--- config.mk ---
export PLATFORM = sky130hd
export DESIGN_NAME = mdu_iter
export DESIGN_NICKNAME = d
export VERILOG_FILES = /design/src/rtl/mdu_iter.sv
export SDC_FILE = /design/constraint.sdc
export NUM_CORES = 1
export LEC_CHECK = 0
export BUFFER_PORTS_ARGS = -buffer_cell sky130_fd_sc_hd__clkbuf_2
export CAP_MARGIN = 40
export CORE_MARGIN = 2
export CORE_UTILIZATION = 35
export DETAILED_ROUTE_END_ITERATION = 6
export SLEW_MARGIN = 10
export SYNTH_ARGS = -nofsm -noshare
export SYNTH_HDL_FRONTEND = slang
export SYNTH_SLANG_ARGS = --single-unit
--- constraint.sdc ---
create_clock -name clk -period 5.1 [get_ports clk]
set_input_delay 0.51 -clock clk [delete_from_list [all_inputs] [get_ports clk]]
set_output_delay 0.51 -clock clk [all_outputs]
set_load 0.02 [all_outputs]
--- src/rtl/mdu_iter.sv ---
// Iterative multiply/divide unit: one bit per cycle shift-add multiply or restoring
// divide, sign fix-up on completion, single-cycle HI/LO write pulse.
`ifndef FUNC_MUL
`define FUNC_MUL 5'b11000
`endif
`ifndef FUNC_DIV
`define FUNC_DIV 5'b11010
`endif

module mdu_iter #(
    parameter int XLEN = 32
) (
    input  logic            clk,
    input  logic            rst,
    input  logic            flush,
    input  logic [4:0]      mulalu_func,
    input  logic            mulalu_sign,
    input  logic [XLEN-1:0] source_a,
    input  logic [XLEN-1:0] source_b,
    output logic            stall,
    output logic            hi_write,
    output logic [XLEN-1:0] hi_write_data,
    output logic            lo_write,
    output logic [XLEN-1:0] lo_write_data
);
    localparam int CW = $clog2(XLEN);
    localparam logic [CW-1:0] LAST = CW'(XLEN - 1);

    typedef enum logic [1:0] {S_IDLE, S_CALC, S_DONE} state_t;

    state_t              state_q;
    logic [CW-1:0]       cnt_q;
    logic                is_div_q;
    logic                neg_quot_q;
    logic                neg_rem_q;
    logic [XLEN-1:0]     opnd_q;
    logic [2*XLEN-1:0]   acc_q;
    logic [2*XLEN-1:0]   acc_d;

    logic                req;
    logic                req_div;
    logic [XLEN-1:0]     abs_a;
    logic [XLEN-1:0]     abs_b;
    logic [XLEN:0]       mul_sum;
    logic [XLEN:0]       div_diff;
    logic [2*XLEN-1:0]   product;

    function automatic logic [XLEN-1:0] neg_if(input logic [XLEN-1:0] x, input logic n);
        return n ? (~x + XLEN'(1)) : x;
    endfunction

    function automatic logic [2*XLEN-1:0] neg_wide_if(input logic [2*XLEN-1:0] x, input logic n);
        return n ? (~x + (2*XLEN)'(1)) : x;
    endfunction

    assign req     = (mulalu_func == `FUNC_MUL) || (mulalu_func == `FUNC_DIV);
    assign req_div = (mulalu_func == `FUNC_DIV);
    assign abs_a   = neg_if(source_a, mulalu_sign & source_a[XLEN-1]);
    assign abs_b   = neg_if(source_b, mulalu_sign & source_b[XLEN-1]);

    // acc holds {hi, lo}: multiply shifts right adding into hi; divide shifts {rem, quot} left
    always_comb begin
        mul_sum  = {1'b0, acc_q[2*XLEN-1:XLEN]} + {1'b0, opnd_q};
        div_diff = acc_q[2*XLEN-1:XLEN-1] - {1'b0, opnd_q};
        if (is_div_q) begin
            if (div_diff[XLEN])
                acc_d = {acc_q[2*XLEN-2:0], 1'b0};
            else
                acc_d = {div_diff[XLEN-1:0], acc_q[XLEN-2:0], 1'b1};
        end else if (acc_q[0]) begin
            acc_d = {mul_sum, acc_q[XLEN-1:1]};
        end else begin
            acc_d = {1'b0, acc_q[2*XLEN-1:1]};
        end
    end

    always_ff @(posedge clk) begin
        if (rst) begin
            state_q    <= S_IDLE;
            cnt_q      <= '0;
            is_div_q   <= 1'b0;
            neg_quot_q <= 1'b0;
            neg_rem_q  <= 1'b0;
            opnd_q     <= '0;
            acc_q      <= '0;
        end else if (flush) begin
            state_q <= S_IDLE;
            cnt_q   <= '0;
        end else begin
            case (state_q)
                S_IDLE: begin
                    if (req) begin
                        state_q    <= S_CALC;
                        cnt_q      <= '0;
                        is_div_q   <= req_div;
                        neg_quot_q <= mulalu_sign & (source_a[XLEN-1] ^ source_b[XLEN-1]);
                        neg_rem_q  <= mulalu_sign & source_a[XLEN-1];
                        opnd_q     <= req_div ? abs_b : abs_a;
                        acc_q      <= {{XLEN{1'b0}}, (req_div ? abs_a : abs_b)};
                    end
                end
                S_CALC: begin
                    acc_q <= acc_d;
                    cnt_q <= cnt_q + CW'(1);
                    if (cnt_q == LAST)
                        state_q <= S_DONE;
                end
                S_DONE:  state_q <= S_IDLE;
                default: state_q <= S_IDLE;
            endcase
        end
    end

    // Divide by zero leaves quot all ones and rem = |a|; skipping quotient negation
    // then yields lo = all ones and hi = the raw dividend.
    always_comb begin
        stall         = 1'b0;
        hi_write      = 1'b0;
        lo_write      = 1'b0;
        hi_write_data = '0;
        lo_write_data = '0;
        product       = neg_wide_if(acc_q, neg_quot_q);
        if (!rst && !flush) begin
            case (state_q)
                S_IDLE: stall = req;
                S_CALC: stall = 1'b1;
                S_DONE: begin
                    hi_write = 1'b1;
                    lo_write = 1'b1;
                    if (is_div_q) begin
                        hi_write_data = neg_if(acc_q[2*XLEN-1:XLEN], neg_rem_q);
                        lo_write_data = (opnd_q == '0) ? '1
                                      : neg_if(acc_q[XLEN-1:0], neg_quot_q);
                    end else begin
                        hi_write_data = product[2*XLEN-1:XLEN];
                        lo_write_data = product[XLEN-1:0];
                    end
                end
                default: ;
            endcase
        end
    end

endmodule
==> metrics.md <==
| Metric | Value |
|---|---|
| Status | `complete, no violations` |
| Vias/cell | `around 6` |
| WL final | `47.5 mm` |
| Core Area | `~0.035 sq mm` |
| Final Hold Vio Count | `0` |
| CTS Hold Bufs | `0` |
| Antenna diodes | `0` |
| Clock root buffer | `clkbuf_16` |
| Min cycle time layout | `between 4 and 5 ns` |
| Commonest cells after routing, fill and taps aside | `nor2_1, a21oi_1, nand2_1` |
| Switching Fraction | `0.352` |
| DR pass1 iterations | `6` |
| Final Skew | `roughly 0.013 ns` |
| Largest net degree at the start of global routing | `73` |
| Rel. slew slack | `0.390` |
| Slew @ Worst Pin | `a little over 0.9 ns` |
| Crit. End Element | `output pin` |
| FF+latch count, synth | `roughly 110` |
| Count of different cell masters after synthesis | `just under 80` |
| Grt met3 use | `0.0302` |
| Final Wtd Congestion | `1.04` |
| Initial antenna violation count | `0` |
| Lkg Pwr | `between 0.005 and 0.006 uW` |
| MaxCap Viol Count | `0` |
| EDFF count, synth | `0` |
| Setup violators final | `0` |
| Switch Pwr | `798 uW` |
| Synthesized cell area | `roughly 0.012 sq mm` |
| Crit start category | `register` |
| Setup CP Type | `reg -> out` |
| Internal | `1470 uW` |
| Met1 GRT Util | `0.344` |
| Reg clk slew, reported paths | `approximately 0.080 ns` |
| Initial drt markers | `1,437` |
| Logic pwr share | `0.292` |
| Share of cells above drive strength 1 | `0.115` |
| Via count | `~14,000` |
| Top Usage Layer GRT | `met2` |
| Top FF cell, synth | `dfxtp_1` |
| Most common cell after layout, fill and taps aside | `nor2_1` |
| Post-CTS sizing | `0` |
| Synth-to-layout area growth | `11.3%` |
| Clk sinks | `about 110` |
| Seq/Total Area, Yosys | `0.170` |
| Setup tns final | `0 ns` |
| # IOs | `between 100 and 150` |
| Fin crit share | `0.869` |
| Post-CTS Setup Bufs | `0` |
| Grt ovf | `0` |
| Maximum VDD drop | `155 uV` |
| Initial core utilization | `0.353` |
| Detail Route Antenna Nets | `0` |
| GRT Util Overall | `0.252` |
| TritonCTS clock tree | `yes` |
| Clock share of power | `0.327` |
| Num rows | `roughly 70` |
| Post-synth net total | `between 1,500 and 2,000` |
| H-Tree Depth | `3` |
| Worst Path Required | `4.59 ns` |
| Die area | `between 0.03 and 0.04 sq mm` |
| DP HPWL | `37.4 mm` |
| IO Port Bufs | `139` |
| DIE WIDTH | `193 microns` |
| Remaining DRCs | `0` |
| Top-area cell type share of the netlist area | `0.170` |
| Async S/R FF share, synth | `0` |
| Critical path fanouts, max | `7` |
| Synth warn | `0` |
| Fin nets | `between 1,500 and 2,000` |
| First-pass GRT wire length | `roughly 73 mm` |
| Main area contributors after synthesis | `dfxtp_1, a21oi_1, ha_1` |
| CTS buffer count | `9` |
| Vias in the first global route | `roughly 13,000` |
| Mapped Cells | `1,766` |
| Sequential power share | `0.381` |
| Fillcell total | `around 3,700` |
| Routing usage on met2 | `0.406` |
| RSZ-0062 raised after global routing | `no` |
| Placed Area | `approximately 0.014 sq mm` |
| Fmax | `about 0.23 GHz` |
| Die Span Y | `between 150 and 200 microns` |
| Cell total after placement | `approximately 2,300` |
| Post-Layout Cell Count | `2,300` |
| Data arrival, critical path | `approximately 3.9 ns` |
| Final std cell area, no fill | `~0.014 sq mm` |
| Dominant cell type by area after synthesis | `dfxtp_1` |
| PD cells | `roughly 160 mW/mm^2` |
| Final hold slack | `0.502 ns` |
| Path type of the worst min-delay path | `reg -> reg` |
| Max-slew violations | `0` |
| Avg Cell Area, Syn | `slightly above 7 sq um` |
| Routed wire length per instance | `20.7 microns` |
| Skew-Pair Late Insertion Delay | `between 0.3 and 0.4 ns` |
| CTS Buffer Depth | `2` |
-- path summary, 6_finish.rpt --
kind                                 from                end  slack, ns  depth (start not counted)
worst min-delay path             cnt_q[3]           cnt_q[3]       0.50                          2
worst max-delay path             acc_q[2]  hi_write_data[19]       0.67                         10
worst min register to register   cnt_q[3]           cnt_q[3]       0.50                          2
worst max register to register  acc_q[34]          acc_q[42]       0.99                         11
-- per-stage QoR --
stage,total power [uW],setup WS (ns),util
after floorplan,1310,1.59,-
after global placement,1520,1.17,0.383
after detailed placement,1530,1.12,0.384
after CTS,2260,0.724,0.393
after global routing,2360,0.327,0.393
final,2260,0.669,0.393
-- cell families (layout without fill, tap and decap cells) --
| kind of cell | Yosys count | in the layout | synth area share |
|---|---|---|---|
| compound gates | 601 | 601 | 0.311 |
| xor+xnor | 164 | 164 | 0.115 |
| fa+ha+maj | 72 | 72 | 0.0735 |
| buf+inv | 187 | 260 | 0.0577 |
| flops | 106 | 106 | 0.170 |
| mux | 69 | 69 | 0.0558 |
| simple gates | 567 | 567 | 0.216 |
-- registers in the layout, indices dropped and copies added, names as in the netlist --
register,count
neg_rem_q,1
cnt_q,5
acc_q,64
neg_quot_q,1
state_q,2
opnd_q,32
is_div_q,1
-- final cells by class --
cell class                      count  area, sq um  area share
Inverter                           75          282      0.0203
Timing Repair Buffer              169          941      0.0679
Multi-Input combinational cell   1473         9640       0.695
Tap cell                          461          577      0.0416
Clock buffer                        9          225      0.0162
Clock inverter                      7         76.3     0.00551
Sequential cell                   106         2120       0.153
-- power by group through the flow --
stage | Sequential, uW | Combinational [uW] | Clock (uW)
2_1_floorplan | 870 | 437 | 0
5_1_grt | 864 | 717 | 775
3_5_place_dp | 881 | 647 | 0
4_1_cts | 861 | 650 | 747
3_3_place_gp | 881 | 638 | 0
6_report | 862 | 662 | 740
-- critical path, stage by stage, from the launching register on --
cell and delay (ns):
dfxtp_1 0.38, nor4_1 0.73, nand4b_1 0.41, nor4_1 0.60, and2_1 0.33, a31oi_1 0.23, nor2_1 0.28, a31oi_1 0.14
xnor2_1 0.16, nor2_1 0.11, clkbuf_2 0.18
-- metal layers --
| layer | wire length (microns) | part of all wire | vias up |
|---|---|---|---|
| met4 | 1730 | 0.036 | 0 |
| met5 | 0 | 0 | - |
| met1 | 21200 | 0.45 | 6491 |
| met3 | 3280 | 0.069 | 92 |
| met2 | 21300 | 0.45 | 612 |
| li1 | - | - | 6647 |
-- Yosys cell counts, drive strengths merged, types with 4 or more instances --
cell,number
nand4,14
and3,12
dfxtp,106
a21o,24
a221oi,18
a32o,6
o221ai,12
or3,18
o21bai,7
nand2,157
a21oi,185
nor2b,9
ha,70
mux2,4
xnor2,76
xor2,88
nand2b,15
o31a,9
o2111ai,6
o41ai,14
o21ai,110
o31ai,21
or4,17
nand3b,9
o22ai,8
nor3,39
or2,6
buf,17
a31oi,25
a22oi,5
inv,74
mux2i,65
a22o,6
nor4,28
nor3b,4
and2,11
o211ai,38
nand3,26
nor2,192
clkbuf,95
o21a,4
a211oi,76
Note: power is estimated with default switching activity, not from simulation.
